--- src/rtl/cf_fft_1024_8_seq_pkg.sv ---
// cf_fft_1024_8_seq_pkg: shared state encoding, datapath phase codes and default sizes for the FFT frame sequencer
package cf_fft_1024_8_seq_pkg;
    localparam int DEF_LOG2N  = 10;
    localparam int DEF_PHASES = 6;
    localparam int DEF_DRAIN  = 4;
    typedef enum logic [1:0] {
        ST_IDLE  = 2'd0,
        ST_RUN   = 2'd1,
        ST_DRAIN = 2'd2,
        ST_DONE  = 2'd3
    } state_e;
    typedef enum logic [2:0] {
        PH_LOAD  = 3'b000,
        PH_MUL   = 3'b010,
        PH_STORE = 3'b100
    } phase_code_e;
endpackage

--- src/rtl/cf_fft_1024_8_seq_if.sv ---
// cf_fft_1024_8_seq_if: host handshake and datapath sequencing bus between the frame sequencer and its users
interface cf_fft_1024_8_seq_if
    import cf_fft_1024_8_seq_pkg::*;
#(
    parameter int LOG2N = DEF_LOG2N
);
    logic             enable_i;
    logic             start_i;
    logic             abort_i;
    logic             ready_o;
    logic             busy_o;
    logic [2:0]       phase_o;
    logic [3:0]       stage_o;
    logic [LOG2N-2:0] bfly_o;
    logic [LOG2N-1:0] addr_a_o;
    logic [LOG2N-1:0] addr_b_o;
    logic [LOG2N-2:0] twid_o;
    logic             we_o;
    logic             done_o;
    modport master (
        output enable_i, start_i, abort_i,
        input  ready_o, busy_o, phase_o, stage_o, bfly_o, addr_a_o, addr_b_o, twid_o, we_o, done_o
    );
    modport slave (
        input  enable_i, start_i, abort_i,
        output ready_o, busy_o, phase_o, stage_o, bfly_o, addr_a_o, addr_b_o, twid_o, we_o, done_o
    );
endinterface

--- src/rtl/cf_fft_1024_8_seq_agen.sv ---
// cf_fft_1024_8_seq_agen: in-place radix-2 DIT butterfly addresses and twiddle index from stage and butterfly index
module cf_fft_1024_8_seq_agen
    import cf_fft_1024_8_seq_pkg::*;
#(
    parameter int LOG2N = DEF_LOG2N
) (
    input  logic [3:0]       stage_i,
    input  logic [LOG2N-2:0] bfly_i,
    output logic [LOG2N-1:0] addr_a_o,
    output logic [LOG2N-1:0] addr_b_o,
    output logic [LOG2N-2:0] twid_o
);
    logic [LOG2N-1:0] half, pos, grp;
    always_comb begin
        half     = LOG2N'(1) << stage_i;
        pos      = LOG2N'(bfly_i) & (half - LOG2N'(1));
        grp      = LOG2N'(bfly_i) >> stage_i;
        addr_a_o = (grp << (stage_i + 4'd1)) | pos;
        addr_b_o = addr_a_o | half;
        twid_o   = (LOG2N-1)'(pos << (4'(LOG2N - 1) - stage_i));
    end
endmodule

--- src/rtl/cf_fft_1024_8_seq.sv ---
// cf_fft_1024_8_seq: frame sequencer walking all stages, butterflies and phases of the radix-2 FFT core
module cf_fft_1024_8_seq
    import cf_fft_1024_8_seq_pkg::*;
#(
    parameter int LOG2N  = DEF_LOG2N,
    parameter int PHASES = DEF_PHASES,
    parameter int DRAIN  = DEF_DRAIN
) (
    input logic              clock_c,
    input logic              reset_n_i,
    cf_fft_1024_8_seq_if.slave bus
);
    localparam logic [LOG2N-2:0] K_LAST = '1;
    localparam logic [LOG2N-2:0] K_ONE  = (LOG2N-1)'(1);
    localparam logic [3:0]       S_LAST = 4'(LOG2N - 1);
    localparam logic [2:0]       P_LAST = 3'(PHASES - 1);
    localparam logic [7:0]       D_LAST = 8'(DRAIN - 1);

    state_e           state_q, state_d;
    logic [2:0]       phase_q, phase_d;
    logic [3:0]       s_q, s_d;
    logic [LOG2N-2:0] k_q, k_d;
    logic [7:0]       drain_q, drain_d;
    logic [LOG2N-1:0] addr_a, addr_b;
    logic [LOG2N-2:0] twid;
    logic             last_ph, last_k, last_s;

    assign last_ph = phase_q == P_LAST;
    assign last_k  = k_q == K_LAST;
    assign last_s  = s_q == S_LAST;

    always_ff @(posedge clock_c or negedge reset_n_i) begin
        if (!reset_n_i) begin
            state_q <= ST_IDLE;
            phase_q <= '0;
            s_q     <= '0;
            k_q     <= '0;
            drain_q <= '0;
        end else begin
            state_q <= state_d;
            phase_q <= phase_d;
            s_q     <= s_d;
            k_q     <= k_d;
            drain_q <= drain_d;
        end
    end

    always_comb begin
        state_d = state_q;
        phase_d = phase_q;
        s_d     = s_q;
        k_d     = k_q;
        drain_d = drain_q;
        if (bus.enable_i) begin
            if (bus.abort_i || state_q == ST_DONE) begin
                state_d = ST_IDLE;
                phase_d = '0;
                s_d     = '0;
                k_d     = '0;
                drain_d = '0;
            end else begin
                unique case (state_q)
                    ST_IDLE: state_d = bus.start_i ? ST_RUN : ST_IDLE;
                    ST_RUN: begin
                        if (last_ph && last_k && last_s) begin
                            state_d = ST_DRAIN;
                            drain_d = '0;
                        end else begin
                            phase_d = last_ph ? 3'd0 : phase_q + 3'd1;
                            k_d     = last_ph ? (last_k ? '0 : k_q + K_ONE) : k_q;
                            s_d     = (last_ph && last_k) ? s_q + 4'd1 : s_q;
                        end
                    end
                    ST_DRAIN: begin
                        drain_d = drain_q + 8'd1;
                        state_d = (drain_q == D_LAST) ? ST_DONE : ST_DRAIN;
                    end
                    default: state_d = ST_IDLE;
                endcase
            end
        end
    end

    cf_fft_1024_8_seq_agen #(.LOG2N(LOG2N)) u_agen (
        .stage_i  (s_q),
        .bfly_i   (k_q),
        .addr_a_o (addr_a),
        .addr_b_o (addr_b),
        .twid_o   (twid)
    );

    assign bus.ready_o  = state_q == ST_IDLE;
    assign bus.busy_o   = state_q == ST_RUN || state_q == ST_DRAIN;
    assign bus.phase_o  = phase_q;
    assign bus.stage_o  = s_q;
    assign bus.bfly_o   = k_q;
    assign bus.addr_a_o = addr_a;
    // counters are zero in IDLE, but the lower leg would still read 1 without this gate
    assign bus.addr_b_o = (state_q == ST_IDLE) ? '0 : addr_b;
    assign bus.twid_o   = twid;
    assign bus.we_o     = state_q == ST_RUN && last_ph;
    assign bus.done_o   = state_q == ST_DONE;
endmodule

--- src/flat_wrapper.sv ---
// flat-port wrapper written by rule: the top's interface ports become plain ports
module cf_fft_1024_8_seq_flat import cf_fft_1024_8_seq_pkg::*;
#(
    parameter int LOG2N  = DEF_LOG2N,
    parameter int PHASES = DEF_PHASES,
    parameter int DRAIN  = DEF_DRAIN
)
  (clock_c, reset_n_i, bus_enable_i, bus_start_i, bus_abort_i, bus_ready_o, bus_busy_o, bus_phase_o, bus_stage_o, bus_bfly_o, bus_addr_a_o, bus_addr_b_o, bus_twid_o, bus_we_o, bus_done_o);
  cf_fft_1024_8_seq_if #(.LOG2N(LOG2N)) bus_i ();
  input logic clock_c;
  input logic reset_n_i;
  input wire logic [$bits(bus_i.enable_i)-1:0] bus_enable_i;
  input wire logic [$bits(bus_i.start_i)-1:0] bus_start_i;
  input wire logic [$bits(bus_i.abort_i)-1:0] bus_abort_i;
  output wire logic [$bits(bus_i.ready_o)-1:0] bus_ready_o;
  output wire logic [$bits(bus_i.busy_o)-1:0] bus_busy_o;
  output wire logic [$bits(bus_i.phase_o)-1:0] bus_phase_o;
  output wire logic [$bits(bus_i.stage_o)-1:0] bus_stage_o;
  output wire logic [$bits(bus_i.bfly_o)-1:0] bus_bfly_o;
  output wire logic [$bits(bus_i.addr_a_o)-1:0] bus_addr_a_o;
  output wire logic [$bits(bus_i.addr_b_o)-1:0] bus_addr_b_o;
  output wire logic [$bits(bus_i.twid_o)-1:0] bus_twid_o;
  output wire logic [$bits(bus_i.we_o)-1:0] bus_we_o;
  output wire logic [$bits(bus_i.done_o)-1:0] bus_done_o;
  assign bus_i.enable_i = bus_enable_i;
  assign bus_i.start_i = bus_start_i;
  assign bus_i.abort_i = bus_abort_i;
  assign bus_ready_o = bus_i.ready_o;
  assign bus_busy_o = bus_i.busy_o;
  assign bus_phase_o = bus_i.phase_o;
  assign bus_stage_o = bus_i.stage_o;
  assign bus_bfly_o = bus_i.bfly_o;
  assign bus_addr_a_o = bus_i.addr_a_o;
  assign bus_addr_b_o = bus_i.addr_b_o;
  assign bus_twid_o = bus_i.twid_o;
  assign bus_we_o = bus_i.we_o;
  assign bus_done_o = bus_i.done_o;
  cf_fft_1024_8_seq #(.LOG2N(LOG2N), .PHASES(PHASES), .DRAIN(DRAIN)) u_core (.clock_c(clock_c), .reset_n_i(reset_n_i), .bus(bus_i));
endmodule
--- config.mk ---
export PLATFORM = sky130hd
export DESIGN_NAME = cf_fft_1024_8_seq_flat
export DESIGN_NICKNAME = d
export VERILOG_FILES = /design/src/rtl/cf_fft_1024_8_seq_pkg.sv /design/src/rtl/cf_fft_1024_8_seq_if.sv /design/src/rtl/cf_fft_1024_8_seq_agen.sv /design/src/rtl/cf_fft_1024_8_seq.sv /design/src/flat_wrapper.sv
export SDC_FILE = /design/constraint.sdc
export NUM_CORES = 1
export LEC_CHECK = 0
export CORE_MARGIN = 8
export CORE_UTILIZATION = 55
export CTS_BUF_LIST = sky130_fd_sc_hd__clkbuf_4 sky130_fd_sc_hd__clkbuf_8
export CTS_CLUSTER_DIAMETER = 100
export DETAILED_ROUTE_END_ITERATION = 8
export MAX_ROUTING_LAYER = met4
export PLACE_DENSITY = 0.82
export REMOVE_ABC_BUFFERS = 1
export SYNTH_ARGS = -nofsm -noshare
export SYNTH_HDL_FRONTEND = slang
export SYNTH_SLANG_ARGS = --single-unit
--- constraint.sdc ---
create_clock -name clock_c -period 4.5 [get_ports clock_c]
set_input_delay 1.125 -clock clock_c [delete_from_list [all_inputs] [get_ports clock_c]]
set_output_delay 1.125 -clock clock_c [all_outputs]
set_load 0.03 [all_outputs]
# == After elaboration in Yosys (flattened, before gate mapping) ==
# Cells that the tools add are included.
# totals
register_bits,26
inputBits,5
out_inout_bits,49
wordCells,64
# op_classes
addsub,6
eq_ne,9
n_shift,4
mux,22
bitwise,3
n_reduce_logical,15
# ops
op,count
$mux W9,5
$or A10 B10 Y10,2
$mux W4,4
$mux W8,2
$pmux W8 S2,1
$mux W3,4
$and A9 B10 Y10,1
$mux W10,1
$shl A1 B4 Y10 const A,1
$shl A10 B4 Y10,1
$shl A10 B4 Y9,1
$shr A9 B4 Y10,1
$sub A10 B1 Y10 const B,1
$add A9 B1 Y9 const B,1
$eq A9 B9 Y1 const B,1
$add A8 B1 Y8 const B,1
$eq A8 B2 Y1 const B,1
$reduce_and A4 Y1,2
$pmux W2 S3,1
$reduce_and A3 Y1,2
$reduce_bool A2 Y1,3
$add A4 B1 Y4 const B,1
$eq A2 B2 Y1 const B,2
$eq A4 B4 Y1 const B,1
13 further kinds,18

# == Longest topological paths before layout ==
# depth
word_depth,6
depth_mapped,14
mapped_depth_nobuf,10

# == Cells and area by module ==
# From an unflattened synthesis, not the netlist that was laid out.
# unflattened
hier_cells,436
area_unflattened_um2,3316.9
# modules_own_cells
module,instances,cells_per_inst,area_each_um2,seq_area_each_um2
cf_fft_1024_8_seq_agen,1,255,1662.8,0.0
cf_fft_1024_8_seq,1,181,1654.1,650.6

# == Worst setup path before layout ==
# Ideal clock, no wire load.
# synth_timing
kind,register to output
start,reg u_core.s_q[1] (netlist: u_core.bus.stage_o[1])
end,out bus_twid_o[7]
arrival_ps,3514
t_required_ps,3375
setup_slack_ps,-139
stages_incl_launch_ff,12
n_path_buf,4
path_cell_list,dfrtp_1 -> buf_4 -> buf_6 -> inv_1 -> clkbuf_1 -> ha_1 -> buf_6 -> or3_4 -> a21oi_2 -> o31ai_1 -> mux4_2 -> a2111oi_2
# synth_between
elab_chain_len,4
word_cells_on_any_way,5
classes_between,2 x add/sub; 2 x shift; 1 x bitwise
# synth_rtl
item,line_no,rtl
from (decl),cf_fft_1024_8_seq.sv:21,"logic [3:0] s_q, s_d;"
from (signal assigned),cf_fft_1024_8_seq.sv:36,s_q <= '0;
from (signal assigned),cf_fft_1024_8_seq.sv:42,s_q <= s_d;
$shl A1 B4 Y10,cf_fft_1024_8_seq_agen.sv:15,half = LOG2N'(1) << stage_i;
$sub A10 B1 Y10,cf_fft_1024_8_seq_agen.sv:16,pos = LOG2N'(bfly_i) & (half - LOG2N'(1));
$and A9 B10 Y10,cf_fft_1024_8_seq_agen.sv:16,
$shl A10 B4 Y9 (*),cf_fft_1024_8_seq_agen.sv:20,twid_o = (LOG2N-1)'(pos << (4'(LOG2N - 1) - stage_i));
to (decl),flat_wrapper.sv:22,output wire logic [$bits(bus_i.twid_o)-1:0] bus_twid_o;
# Mark *: on every way between the ends. The rest lies on a longest branch, timed or not.

# == Worst setup path after layout ==
# layout_timing
start,reg u_core.s_q[0] (netlist: u_core.bus.stage_o[0])
end,out bus_twid_o[8]
# The elaborated chain is that of the path after synthesis.

==> Implementation_results.wiki <==
{| class="wikitable"
! Metric !! Value
|-
| Clock root cell || sky130_fd_sc_hd__clkbuf_8
|-
| Post-layout minimum cycle time || 4350 ps
|-
| CP Launch Type || flip-flop
|-
| Share of post-route cells with drive strength above 1 || 0.137
|-
| Horizontal die dimension || 89.2 µm
|-
| TritonCTS Buffers || 3
|-
| Wire length reported by the detailed router || 9.87 mm
|-
| Kind of critical path || reg2out
|-
| Multi-input combinational cell area || 2120 µm²
|-
| Slowest stage delay, CP || 680 ps
|-
| Slowest stage cell on the critical path || sky130_fd_sc_hd__clkdlybuf4s50_1
|-
| Synth Cell Area || 2950 µm²
|-
| Layout fillers || 435
|-
| Area of all sequential standard cells || 651 µm²
|-
| First-pass GRT wire length || 15.7 mm
|-
| Unrepaired setup endpoints after global routing || no
|-
| # hold bufs at CTS || 0
|-
| Setup WS pre-CTS || 409 ps
|-
| Port Buf Inserts || 53
|-
| Top FF cell, synth || sky130_fd_sc_hd__dfrtp_1
|-
| Run status || finished clean
|-
| Share of the synthesized netlist area taken by xor and xnor gates || 0.0446
|-
| Average cell area after synthesis || 7.46 µm²
|-
| Clock latency on the worst-skew pair || 270 ps
|-
| Final worst setup slack || 148 ps
|-
| Post-Synth Simple-Gate Area || 0.276
|-
| Slew headroom || 0.189
|-
| Most frequent CP cell || sky130_fd_sc_hd__ha_1
|-
| Leakage || 1.47 nW
|-
| Number of design rule violations left after detail routing || 0
|-
| Number of distinct standard cells referenced by the synthesized netlist || 65
|-
| Pin count of the biggest net entering global routing || 27
|-
| Routability congestion estimate from global placement || 0.980
|-
| Number of standard cells after synthesis || 395
|-
| Site Rows || 26
|-
| Net total in the final layout || 461
|-
| Clock tree from TritonCTS || done
|-
| Post-synthesis async set-or-reset flop share || 1.00
|-
| Final setup violation count || 0
|-
| Synthesis warning total || 0
|-
| Vertical die dimension || 89.2 µm
|-
| Number of iterations in the first detailed-routing pass || 5
|-
| Flip-flop and latch count after synthesis || 26
|-
| Share of synthesized area spent on multiplexers || 0.0569
|-
| Post-layout instance area || 3570 µm²
|-
| Area of the core || 5140 µm²
|-
| Post-synth EDFFs || 0
|-
| Area of the die || 7950 µm²
|-
| Maximum level of the CTS H-tree || 1
|-
| Count of boundary I/O pins || 54
|-
| Post-Synth Adder-Cell Area || 0.0680
|-
| Maximum achievable frequency || 230 MHz
|-
| Total count of hold-check failures in the final report || 0
|-
| HPWL after DPL || 7.45 mm
|-
| Antenna violations before repair || 0
|-
| Standard cell area after detailed placement || 3490 µm²
|-
| Clock slew at reported path FFs || 90 ps
|-
| Post-route ant nets || 0
|-
| DRC marker count from the first detailed-route iteration || 306
|-
| Critical path capture point type || output pin
|-
| Worst-path maximum fanout || 19
|-
| Syn-to-layout area delta || 21.1%
|-
| Detail-routed via count per cell || 6.56
|-
| Worst path cell trace || buf_4 -> ha_1 -> ha_1 -> nor4_4 -> xnor2_1 -> a21boi_1 -> nand2_1 -> a21oi_1 -> a211o_1 -> clkdlybuf4s50_1
|-
| Worst supply voltage drop on vdd || 0.241 mV
|-
| Worst hold path type || reg2reg
|-
| Main combinational cell family by area after synthesis || simple AND/OR/NAND/NOR gates
|-
| Clock tree skew after final layout || 2.63 ps
|-
| Cell area power density || 223 nW/µm²
|-
| CP arrival || 3230 ps
|-
| Worst EP required || 3380 ps
|-
| Share of the yosys chip area belonging to registers || 0.221
|-
| Clock tree buffer depth || 2
|-
| Vias after detailed routing || 3341
|-
| Diode count || 0
|-
| Final clock period utilization by the worst path || 0.967
|-
| Compound-cell area share of the yosys netlist || 0.268
|-
| Vias in the first global route || 3139
|-
| Initial standard-cell utilization of the core || 0.573
|-
| Number of max-slew violations in the final report || 0
|-
| Post-detailed-route wirelength per cell || 19.4 µm
|-
| Measured slew at the worst slew-check pin || 1210 ps
|-
| Clock Sinks || 26
|-
| Residual overflow from global routing || 0
|-
| Max Cap Viol || 0
|-
| Total routing resource utilization after global routing || 0.256
|}
[metrics by stage]
step	hold slack (ps)	setup TNS (ps)	instances	total power, mW	util
4_1_cts	529	0	509	0.789	0.690
3_3_place_gp	482	0	505	0.635	0.680
5_1_grt	558	0	509	0.835	0.694
3_5_place_dp	515	0	505	0.639	0.680
2_1_floorplan	468	-1130	365	0.504	-
6_report	537	0	509	0.796	0.694
[cell usage after synthesis, drive strengths merged (4+ instances only)]
| cell | number | area share |
|---|---|---|
| o32ai | 4 | 0.012 |
| xor2 | 10 | 0.030 |
| xnor2 | 5 | 0.015 |
| buf | 12 | 0.026 |
| a22o | 4 | 0.012 |
| nand3 | 12 | 0.020 |
| nand2b | 10 | 0.021 |
| ha | 16 | 0.068 |
| mux2i | 10 | 0.034 |
| a21oi | 19 | 0.034 |
| and2 | 5 | 0.011 |
| a31oi | 8 | 0.017 |
| nor2b | 5 | 0.011 |
| o21a | 4 | 0.010 |
| o21ai | 42 | 0.071 |
| a211oi | 5 | 0.013 |
| clkbuf | 18 | 0.023 |
| nor3 | 8 | 0.014 |
| nor4 | 5 | 0.013 |
| inv | 13 | 0.017 |
| o31ai | 4 | 0.010 |
| dfrtp | 26 | 0.22 |
| nand4 | 8 | 0.017 |
| nor2 | 34 | 0.044 |
| nand2 | 49 | 0.062 |
| and3 | 10 | 0.021 |
[metal layers]
metal  track usage  vias to the layer above  wire length, µm
met5             -                        -                0
met4        0.0997                        0              336
met3        0.0285                       33              894
met2         0.425                      211             4600
met1         0.310                     1564             4040
li1              -                     1533                -
[logic make-up after synthesis]
| group | Yosys count |
|---|---|
| and+or+nand+nor | 161 |
| AOI/OAI and AO/OA | 120 |
| buffers and inverters | 43 |
| DFF | 26 |
| adders and majority gates | 16 |
| xor gates and xnor gates | 15 |
| muxes | 14 |
[registers in the layout (all words and copies together) (netlist names)]
register	count
u_core.bus.stage_o	4
u_core.bus.bfly_o	9
u_core.state_q	2
u_core.bus.phase_o	3
u_core.drain_q	8
[power by group]
group | switching (mW) | total [mW] | internal (mW)
Combinational | 0.249 | 0.390 | 0.141
Clock | 0.0711 | 0.149 | 0.0782
Sequential | 0.0147 | 0.257 | 0.242
[critical path, delay by kind of cell (launching register included)]
| kind | cells | cell delay [ps] |
|---|---|---|
| compound gates | 3 | 620 |
| xor+xnor | 1 | 100 |
| fa+ha+maj | 2 | 510 |
| buf+inv | 2 | 900 |
| flops | 1 | 390 |
| simple gates | 2 | 430 |
[repair_timing]
item / CTS / global route
setup endpoints to repair: 0 / 2
resized for setup: 0 / 4
setup buffers: 0 / 0
[placed cells by master (no fill, tap or decap), types with 3 or more instances in the layout]
master,n
sky130_fd_sc_hd__nand2_1,49
sky130_fd_sc_hd__buf_4,38
sky130_fd_sc_hd__o21ai_0,36
sky130_fd_sc_hd__nor2_1,33
sky130_fd_sc_hd__clkdlybuf4s50_1,32
sky130_fd_sc_hd__dfrtp_1,26
sky130_fd_sc_hd__a21oi_1,18
sky130_fd_sc_hd__ha_1,14
sky130_fd_sc_hd__inv_1,13
sky130_fd_sc_hd__nand3_1,12
sky130_fd_sc_hd__nand2b_1,10
sky130_fd_sc_hd__xor2_1,10
sky130_fd_sc_hd__and3_1,10
sky130_fd_sc_hd__mux2i_1,9
sky130_fd_sc_hd__nor3_1,8
sky130_fd_sc_hd__a31oi_1,8
sky130_fd_sc_hd__nand4_1,8
sky130_fd_sc_hd__o21ai_1,6
sky130_fd_sc_hd__nor2b_1,5
sky130_fd_sc_hd__a211oi_1,5
sky130_fd_sc_hd__xnor2_1,5
sky130_fd_sc_hd__and2_1,5
sky130_fd_sc_hd__o32ai_1,4
sky130_fd_sc_hd__nor4_1,4
sky130_fd_sc_hd__a22o_1,4
sky130_fd_sc_hd__o31ai_1,4
sky130_fd_sc_hd__o21a_1,4
sky130_fd_sc_hd__clkbuf_8,4
sky130_fd_sc_hd__nand3b_1,3
sky130_fd_sc_hd__a311oi_1,3
sky130_fd_sc_hd__or2_2,3
sky130_fd_sc_hd__a22oi_1,3
sky130_fd_sc_hd__o22ai_1,3
[layout make-up]
type	instances	share of cell area
multi-input combinational	326	0.594
sequential	26	0.182
timing repair buffer	70	0.170
tap	70	0.0246
clock buffer	4	0.0154
inverter	13	0.0137
[worst paths after layout]
| kind | cells after the start | endpoint | slack, ps | start |
|---|---|---|---|---|
| setup reg to reg | 10 | u_core.bus.stage_o[1] | 1300 | u_core.bus.bfly_o[5] |
| hold reg to reg | 1 | u_core.drain_q[4] | 540 | u_core.drain_q[4] |
| hold / removal | 1 | u_core.drain_q[4] | 540 | u_core.drain_q[4] |
| max in group asynchronous | 2 | u_core.bus.bfly_o[1] | 3040 | reset_n_i |
| setup / recovery | 10 | bus_twid_o[8] | 150 | u_core.bus.stage_o[0] |
| min in group asynchronous | 2 | u_core.drain_q[3] | 1210 | reset_n_i |
Power figures use the tool's default switching activity.
